## config.mk

```make
export PLATFORM = sky130hd
export DESIGN_NAME = fetch_queue
export DESIGN_NICKNAME = d
export VERILOG_FILES = /design/src/rtl/mips_pkg.sv /design/src/rtl/fetch_queue_mem.sv /design/src/rtl/fetch_queue.sv
export SDC_FILE = /design/constraint.sdc
export NUM_CORES = 1
export LEC_CHECK = 0
export CORE_MARGIN = 2
export CORE_UTILIZATION = 40
export DETAILED_ROUTE_END_ITERATION = 7
export DONT_BUFFER_PORTS = 1
export PLACE_DENSITY_LB_ADDON = 0.15
export REMOVE_ABC_BUFFERS = 1
export SLEW_MARGIN = 20
export SYNTH_ARGS = -nofsm -noshare
export SYNTH_HDL_FRONTEND = slang
export SYNTH_SLANG_ARGS = --single-unit
```

## constraint.sdc

```tcl
create_clock -name clk -period 3.35 [get_ports clk]
set_clock_uncertainty 0.1 [all_clocks]
set_input_delay 1.005 -clock clk [delete_from_list [all_inputs] [get_ports clk]]
set_output_delay 1.005 -clock clk [all_outputs]
set_load 0.02 [all_outputs]
```

## src/rtl/mips_pkg.sv

```systemverilog
// Shared definitions for the fetch/decode front end: NOP encoding, default
// widths and the queued fetch entry layout.
package mips_pkg;

  localparam int unsigned INSTR_W_DEF = 32;
  localparam int unsigned PC_W_DEF    = 32;
  localparam int unsigned FQ_DEPTH_DEF = 4;

  localparam logic [INSTR_W_DEF-1:0] NOP_INSTR = 32'h0000_0000;

  typedef struct packed {
    logic [INSTR_W_DEF-1:0] instr;
    logic [PC_W_DEF-1:0]    pc4;
  } fq_entry_t;

endpackage

```

## src/rtl/fetch_queue_mem.sv

```systemverilog
// DEPTH x DW register array: one synchronous write port, one asynchronous
// read port, no reset (contents are don't-care until written).
module fetch_queue_mem #(
  parameter int unsigned DW    = 64,
  parameter int unsigned DEPTH = 4,
  parameter int unsigned PW    = $clog2(DEPTH)
) (
  input  logic          clk,
  input  logic          we,
  input  logic [PW-1:0] waddr,
  input  logic [DW-1:0] wdata,
  input  logic [PW-1:0] raddr,
  output logic [DW-1:0] rdata
);

  logic [DW-1:0] mem_q [DEPTH];

  always_ff @(posedge clk) begin
    if (we) begin
      mem_q[waddr] <= wdata;
    end
  end

  assign rdata = mem_q[raddr];

endmodule

```

## src/rtl/fetch_queue.sv

```systemverilog
// Instruction fetch queue between instruction memory and decode; presents a
// NOP bubble to decode while empty and flushes in one cycle on a redirect.
module fetch_queue
  import mips_pkg::*;
#(
  parameter int unsigned WIDTH = INSTR_W_DEF,
  parameter int unsigned AW    = PC_W_DEF,
  parameter int unsigned DEPTH = FQ_DEPTH_DEF
) (
  input  logic                     clk,
  input  logic                     reset,
  input  logic                     push_valid,
  output logic                     push_ready,
  input  logic [WIDTH-1:0]         push_instr,
  input  logic [AW-1:0]            push_pc4,
  input  logic                     pop_ready,
  output logic                     pop_valid,
  output logic [WIDTH-1:0]         pop_instr,
  output logic [AW-1:0]            pop_pc4,
  input  logic                     flush,
  output logic [$clog2(DEPTH):0]   count,
  output logic                     full,
  output logic                     empty
);

  localparam int unsigned PW = $clog2(DEPTH);
  localparam int unsigned CW = PW + 1;
  localparam int unsigned DW = WIDTH + AW;

  logic [PW-1:0] wp_q, wp_d;
  logic [PW-1:0] rp_q, rp_d;
  logic [CW-1:0] count_q, count_d;
  logic          push_fire, pop_fire, mem_we;
  logic [DW-1:0] rd_data;

  assign full       = (count_q == CW'(DEPTH));
  assign empty      = (count_q == '0);
  assign push_ready = !full;
  assign pop_valid  = !empty;
  assign count      = count_q;

  assign push_fire = push_valid && push_ready;
  assign pop_fire  = pop_ready && pop_valid;
  // A push coinciding with flush or reset is discarded, so skip the write too.
  assign mem_we    = push_fire && !flush && !reset;

  always_comb begin
    wp_d    = wp_q;
    rp_d    = rp_q;
    count_d = count_q;
    if (flush) begin
      wp_d    = '0;
      rp_d    = '0;
      count_d = '0;
    end else begin
      if (push_fire) wp_d = wp_q + PW'(1);
      if (pop_fire)  rp_d = rp_q + PW'(1);
      if (push_fire && !pop_fire)      count_d = count_q + CW'(1);
      else if (pop_fire && !push_fire) count_d = count_q - CW'(1);
    end
  end

  always_ff @(posedge clk) begin
    if (reset) begin
      wp_q    <= '0;
      rp_q    <= '0;
      count_q <= '0;
    end else begin
      wp_q    <= wp_d;
      rp_q    <= rp_d;
      count_q <= count_d;
    end
  end

  fetch_queue_mem #(
    .DW    (DW),
    .DEPTH (DEPTH),
    .PW    (PW)
  ) u_mem (
    .clk   (clk),
    .we    (mem_we),
    .waddr (wp_q),
    .wdata ({push_instr, push_pc4}),
    .raddr (rp_q),
    .rdata (rd_data)
  );

  assign pop_instr = empty ? WIDTH'(NOP_INSTR) : rd_data[DW-1:AW];
  assign pop_pc4   = empty ? '0 : rd_data[AW-1:0];

endmodule

```

==> flow_summary.json <==
{
  "cts_htree_levels": 1,
  "yosysSeqAreaShare": 0.776,
  "cp_max_fo": 66,
  "final_util": 0.459,
  "drt-total-wl_um": 18600,
  "syn_to_final_growth_pct": 13.3,
  "rsz0062_at_grt": "no",
  "synthTopCellsByArea": "edfxtp_1 76%, mux4_2 14%, and2_1 3.9%, dfxtp_1 1.8%, ha_1 0.62%",
  "netlist_area_um2": 10100,
  "core_area_um2": 25000,
  "vias": 4322,
  "tightest_slew_ns": 0.477,
  "nets": 553,
  "pwr_density_cell_nw_per_um2": 614,
  "cap_violations": 0,
  "ys_warn_count": 0,
  "timing.final.crit_share": 0.951,
  "setup_viol_count_final": 0,
  "hold_path.class": "flip-flop to flip-flop",
  "via_per_inst": 5.21,
  "insertion_delay_ns": 0.52,
  "criticalPathCategory": "flip-flop to primary output",
  "ys_async_sr_fraction": 0,
  "relSlewSlack": 0.682,
  "drc": 0,
  "grt_pass1_wl_um": 27700,
  "final.min_clock_period_ns": 3.18,
  "drive_gt1_frac": 0.252,
  "drtAntennaViolNets": 0,
  "die_w_um": 163,
  "required_ns": 2.24,
  "dpl.hpwl_um": 10700,
  "io_pins": 140,
  "ctsHoldBuffers": 0,
  "cts_setup_buffers": 0,
  "grt_pass1_vias": 4709,
  "start_util": 0.405,
  "fmax_ghz": 0.314,
  "final_hold_viol_count": 0,
  "die_area_um2": 26700,
  "fp.dieH_um": 163,
  "post_drt_wl_per_cell_um": 22.4,
  "clk_pin_slew_ns": 0.06,
  "outcome": "finished clean",
  "diodes": 0,
  "postCtsResizedCells": 1,
  "synth_common_cells": "256 x edfxtp_1, 64 x and2_1, 64 x mux4_2",
  "overflow": 0,
  "cts_tree": "done",
  "yosysTopAreaCell": "edfxtp_1",
  "p_leak_nw": 3.54,
  "grt_antenna_before_repair": 0,
  "cts_root_buf": "clkbuf_16",
  "synth_top_area_share": 0.758,
  "endpoint_kind": "primary output",
  "final_max_slew_viol_count": 0,
  "postSynthCellCount": 458,
  "cts_buffer_depth": 3,
  "hold-worst-slack_ns": 0.391,
  "yosysMostFrequentCell": "edfxtp_1",
  "syn_avg_cell_area_um2": 22.2,
  "firstDrtPassIters": 4,
  "drt-initial-drc-count": 225,
  "synthFlopType": "edfxtp_1",
  "synth-seq-cells": 265,
  "portBuffers": 0,
  "grt_usage": 0.139,
  "place_congestion": 0.705,
  "core.rowCount": 58,
  "crit_path_start_kind": "flip-flop",
  "cts-buffers-inserted": 28,
  "ys_types": 29,
  "synth_enable_flop_cells": 256,
  "peakVddDrop_v": 0.000362,
  "cp.arrival_ns": 2.08,
  "cts.sinks": 265,
  "grt_max_degree": 67
}
per-stage QoR:
step	instance area [um^2]	instances	power, mW	worst slack [ns]	TNS (ns)
finish	11500	830	7.06	0.165	0
global route	11500	830	7.32	0.0250	0
CTS	11500	830	7.17	0.0845	0
detailed placement	10600	778	4.30	0.537	0
global placement	10600	778	4.29	0.592	0
floorplan	10000	434	4.19	-1.36	-86.80
final timing paths:
| path | slack [ns] | cells past startpoint | from | endpoint |
|---|---|---|---|---|
| worst max-delay path | 0.17 | 3 | count[1] | pop_instr[31] |
| worst max register to register | 0.63 | 8 | count[0] | count[2] |
| worst min-delay path | 0.39 | 2 | rp_q[1] | flip-flop |
| worst min register to register | 0.39 | 2 | rp_q[1] | flip-flop |
sequential cells by signal, indices dropped and copies added, names as in the netlist, named ones only:
name and flops:
wp_q 2, rp_q 2, u_mem.mem_q 256, count 3
cell families (layout without fill, tap and decap cells):
group | Yosys count | count (layout) | share of synthesized area
adders and majority gates | 6 | 6 | 0.00814
xor gates and xnor gates | 3 | 3 | 0.00259
DFF | 265 | 265 | 0.776
and+or+nand+nor | 82 | 82 | 0.0501
AOI/OAI and AO/OA | 8 | 8 | 0.00530
muxes | 65 | 65 | 0.143
buffers and inverters | 29 | 71 | 0.0153
layout make-up:
cell class | instances | area (um^2)
Fill cell | 2137 | 13500
Sequential cell | 265 | 7880
Multi-Input combinational cell | 164 | 2140
Clock buffer | 42 | 774
Tap cell | 330 | 413
Timing Repair Buffer | 14 | 196
Clock inverter | 10 | 77.6
Inverter | 5 | 18.8
cell usage in the layout (no fill, tap or decap), types with 2 or more instances in the layout:
cell and count:
edfxtp_1 256, mux4_2 64, and2_1 64, clkbuf_16 29, clkbuf_1 13, dfxtp_1 7, buf_12 7, buf_4 6
inv_1 5, nor2_1 5, ha_1 5, and3_4 4, clkinv_2 4, xor2_1 3, a21oi_1 3, clkinv_1 3
or3_2 2, o21ai_0 2, dfxtp_4 2
where the power goes:
group	switching [mW]	internal, mW
logic	0.348	0.165
registers	0.0220	3.68
clock network	1.17	1.67
per-layer routing:
| layer | track usage | vias to the layer above | wire (um) |
|---|---|---|---|
| met4 | 0.0354 | 0 | 321 |
| met5 | 0 | - | 0 |
| met3 | 0.0462 | 31 | 1620 |
| li1 | - | 1888 | - |
| met1 | 0.178 | 2273 | 7560 |
| met2 | 0.231 | 130 | 9060 |
worst max-delay path, cell delays in order, from the launching register on:
cell	delay, ns
dfxtp_1	0.42
or3_2	0.52
buf_6	0.23
and2_1	0.30
Note: power is estimated with default switching activity, not from simulation.
==> variant 1: new RTL, config.mk and constraints unchanged <==
Change the package constant `PC_W_DEF` from 32 to 28.
--- a/src/rtl/mips_pkg.sv
+++ b/src/rtl/mips_pkg.sv
@@ -3,7 +3,7 @@
 package mips_pkg;
 
   localparam int unsigned INSTR_W_DEF = 32;
-  localparam int unsigned PC_W_DEF    = 32;
+  localparam int unsigned PC_W_DEF    = 28;
   localparam int unsigned FQ_DEPTH_DEF = 4;
 
   localparam logic [INSTR_W_DEF-1:0] NOP_INSTR = 32'h0000_0000;
Interface: changed (resized pop_pc4 and push_pc4); port bits go from 140 to 132. The function was not compared with the original's and may differ.
==> variant 1 against the unedited design <==
Cell area down 5.2%; utilization increased by 0.66 points; worst setup slack worse by 0.050 ns; sequential cell count fell by 16; via count decreased by 5.2%; synthesized area is 6.1% lower; global-route usage increased by 0.59 points; largest cell class unchanged; wire length decreased by 3.8%; highest routed layer unchanged; power shrank 5.5%.
==> variant 1: results <==
{
  "r2r_cells": 8,
  "grt_antenna_before_repair": 0,
  "grt_max_degree": 61,
  "grt_usage": 0.145,
  "synthFlopType": "edfxtp_1",
  "drive_above_1_share": 0.263,
  "antenna_cells": 0,
  "path_delay_family": "flip-flops",
  "p_leak_uw": 0.00332,
  "cts_max_level": 1,
  "grt_pass1_vias": 4477,
  "powerDensity_nw_per_um2": 612,
  "ys_seq_area_frac": 0.776,
  "yosys_warnings": 0,
  "cts.path.max_buffers": 3,
  "yosys-top-cells-count": "edfxtp_1, mux4_2, nor2b_1, clkbuf_1, dfxtp_1",
  "ys_top_cells_by_area": "edfxtp_1, mux4_2, nor2b_1",
  "r2r-start": "count[0]",
  "max_stage_delay_ns": 0.54,
  "cts_buffers": 27,
  "place_area_um2": 10100,
  "critPathSlowestCell": "dfxtp_4",
  "synth.distinct_cells": 28,
  "regMostFlops": "u_mem.mem_q",
  "min_path_cells": 2,
  "outcome": "complete, no violations",
  "async_flop_share": 0,
  "worst-r2r-setup-slack_ns": 0.82,
  "nets": 528,
  "largest_reg_flops": 240,
  "min_from": "rp_q[1]",
  "insertion_delay_ns": 0.51,
  "fillers": 1989,
  "vias": 4096,
  "hpwl_mm": 10.5,
  "clk_transition_reported_paths_ns": 0.06,
  "port_buffers": 0,
  "overflow": 0,
  "first_pass_iters": 4,
  "root_buffer": "clkbuf_16",
  "post_drt_wl_per_cell_um": 22.5,
  "worstPathMaxFanout": 15,
  "setup_viol": 0,
  "tightest_slew_ns": 0.545,
  "grt_pass1_wl_mm": 26.9,
  "hold_path.class": "flip-flop to flip-flop",
  "drt_first_iter_violations": 269,
  "place.gp.congestion": 0.671,
  "synth-edff-count": 240,
  "vdd_ir_drop_max_uv": 496,
  "crit_arrival_ns": 2.13,
  "r2r-end": "count[2]"
}
variant 1: cell types whose count changed after synthesis, sizes merged:
cell / unedited run / this run
and2: 65 / 1
clkbuf: 9 / 15
nor2b: 0 / 60
buf: 15 / 8
edfxtp: 256 / 240
or3: 3 / 2
nor3: 0 / 1
mux4: 64 / 60
variant 1: worst max-delay path by stage:
stage / slack, ns / from / end
final: 0.12 / flip-flop / pop_pc4[20]
after global routing: 0.0008 / flip-flop / pop_pc4[20]
after CTS: 0.07 / flip-flop / pop_instr[6]
after detailed placement: 0.63 / flip-flop / pop_instr[6]
after global placement: 0.63 / flip-flop / pop_instr[28]
after floorplan: -1.17 / flip-flop / pop_instr[0]
variant 1: through the flow:
step / setup TNS (ns) / setup slack, ns / hold slack, ns / std cells
2_1_floorplan: -70.93 / -1.17 / 0.359 / 410
3_3_place_gp: 0 / 0.625 / 0.370 / 747
3_5_place_dp: 0 / 0.628 / 0.379 / 747
4_1_cts: 0 / 0.0707 / 0.398 / 795
5_1_grt: 0 / 0.000831 / 0.450 / 795
6_report: 0 / 0.115 / 0.389 / 795
variant 1: logic make-up after synthesis:
kind of cell,share of synthesized area
muxes,0.143
and+or+nand+nor,0.0511
adders and majority gates,0.00867
AOI/OAI and AO/OA,0.00565
DFF,0.776
xor gates and xnor gates,0.00276
buffers and inverters,0.0134
variant 1: tightest hold or removal path: stages (launching register included):
cell and delay [ns]:
dfxtp_1 0.30, o21ai_0 0.06, a21oi_1 0.07
variant 1: final cells by class:
class	count	area share
well taps	319	0.0366
inverters	5	0.00172
clock inverters	17	0.00953
flip-flops and latches	249	0.679
clock buffers	31	0.0634
repair buffers	18	0.0238
multi-input cells	156	0.186
variant 1: power breakdown:
| group | internal, uW | switching (uW) |
|---|---|---|
| logic | 166 | 357 |
| clock network | 1540 | 1120 |
| registers | 3460 | 29.6 |
variant 1: metal layers:
metal | up-vias | share of wire | global-route usage
li1 | 1799 | - | -
met5 | - | 0 | 0
met1 | 2151 | 0.41 | 0.184
met4 | 0 | 0.019 | 0.0347
met3 | 27 | 0.082 | 0.0542
met2 | 119 | 0.49 | 0.240
variant 1: timing repair:
action                     4_1_cts  5_1_grt
setup buffers                    0        0
resized for setup                0        2
setup endpoints to repair        0        2
==> variant 2: new RTL, same settings <==
Made on the original files. Put one more register stage on the output `count`, without a reset. The value now appears one clock later. The other outputs are not delayed to match.
--- a/src/rtl/fetch_queue.sv
+++ b/src/rtl/fetch_queue.sv
@@ -37,7 +37,9 @@
   assign empty      = (count_q == '0);
   assign push_ready = !full;
   assign pop_valid  = !empty;
-  assign count      = count_q;
+  always_ff @(posedge clk) begin
+    count <= count_q;
+  end
 
   assign push_fire = push_valid && push_ready;
   assign pop_fire  = pop_ready && pop_valid;
Behaviour: not the same (a bounded check fails within 4 cycles, from zero or initial values).
==> variant 2 against the unedited design <==
Sequential cell count rose by 3; power is 5.2% higher; cell area grew 2.1%; synthesized area increased by 0.69%; count of clock-buffer cells in the layout down 10; worst setup slack improved by 0.089 ns; cell count rose by 0.84%; wire length rose by 1.3%; die area is 0.67% higher; critical endpoint is now pop_pc4[19].
==> variant 2: results <==
{
  "p_leak_uw": 0.00365,
  "synth-xor-area-share": 0.00257,
  "p_seq_uw": 3740,
  "drt-met1-wl_mm": 7.70,
  "hpwl_mm": 11.3,
  "muxShareOfSynthArea": 0.142,
  "vias": 4358,
  "synth.distinct_cells": 27,
  "synthCells": 461,
  "grt_usage": 0.142,
  "largestRegisters": "u_mem.mem_q (256), count (3), count_q (3)",
  "gr-usage-met1": 0.181,
  "clkPwrFrac": 0.425,
  "yosys.area_share.adder": 0.00808,
  "finalWirelength_mm": 18.8,
  "slew_headroom": 0.585,
  "wl_met3_mm": 1.57,
  "worstPathMaxFanout": 21,
  "yosys-top-cells-count": "edfxtp_1, and2_1, mux4_2, clkbuf_1, dfxtp_1",
  "worst_setup_path_endpoint": "pop_pc4[19]",
  "worst-r2r-setup-slack_ns": 0.71,
  "wl_met2_mm": 9.18,
  "ys_top_cells_by_area": "edfxtp_1, mux4_2, and2_1",
  "max_stage_delay_ns": 0.54,
  "critPathSlowestCell": "mux4_2",
  "fillers": 2120,
  "place.gp.congestion": 0.676,
  "cts.path.max_buffers": 3,
  "place_area_um2": 10700,
  "use_met2": 0.234,
  "drt_first_iter_violations": 306,
  "grt_pass1_vias": 4807,
  "met3_usage": 0.0467,
  "synth_compound_area_frac": 0.00514,
  "outcome": "complete, no violations",
  "r2r-end": "count_q[2]",
  "min_period_ns": 3.10,
  "vdd_ir_drop_max_uv": 579,
  "power.internal_uw": 5850,
  "drive_above_1_share": 0.266,
  "placedCellCount": 784,
  "powerDensity_nw_per_um2": 633,
  "crit_arrival_ns": 1.99,
  "ys_seq_area_frac": 0.776,
  "nets": 560,
  "grt_pass1_wl_mm": 28.4,
  "layout.cells.non_filler": 837,
  "dp_slack_ns": 0.435,
  "path_delay_family": "multiplexers",
  "r2r-start": "count_q[0]"
}
variant 2: cell types whose count changed after synthesis, sizes merged:
cell / change
buf: -5
dfxtp: +3
clkbuf: +5
variant 2: worst min-delay path by stage:
stage | depth (start not counted) | to | slack [ns] | from
final | 0 | count[2] | 0.32 | count_q[2]
after global routing | 0 | count[2] | 0.34 | count_q[2]
after CTS | 0 | count[2] | 0.32 | count_q[2]
after detailed placement | 0 | count[2] | 0.30 | count_q[2]
after global placement | 0 | count[2] | 0.29 | count_q[2]
after floorplan | 0 | count[2] | 0.27 | count_q[2]
variant 2: area by class of cell:
cell class                      count  area [um^2]  share of cell area
Clock buffer                       32          737              0.0628
Sequential cell                   268         7940               0.676
Timing Repair Buffer               18          260              0.0222
Inverter                            5         18.8             0.00160
Multi-Input combinational cell    164         2140               0.182
Clock inverter                     20          228              0.0194
Tap cell                          330          413              0.0352
variant 2: repair_timing:
action | CTS | global route
resized for setup | 1 | 0
endpoints found under the setup margin | 66 | 0
buffers inserted | 1 | 0
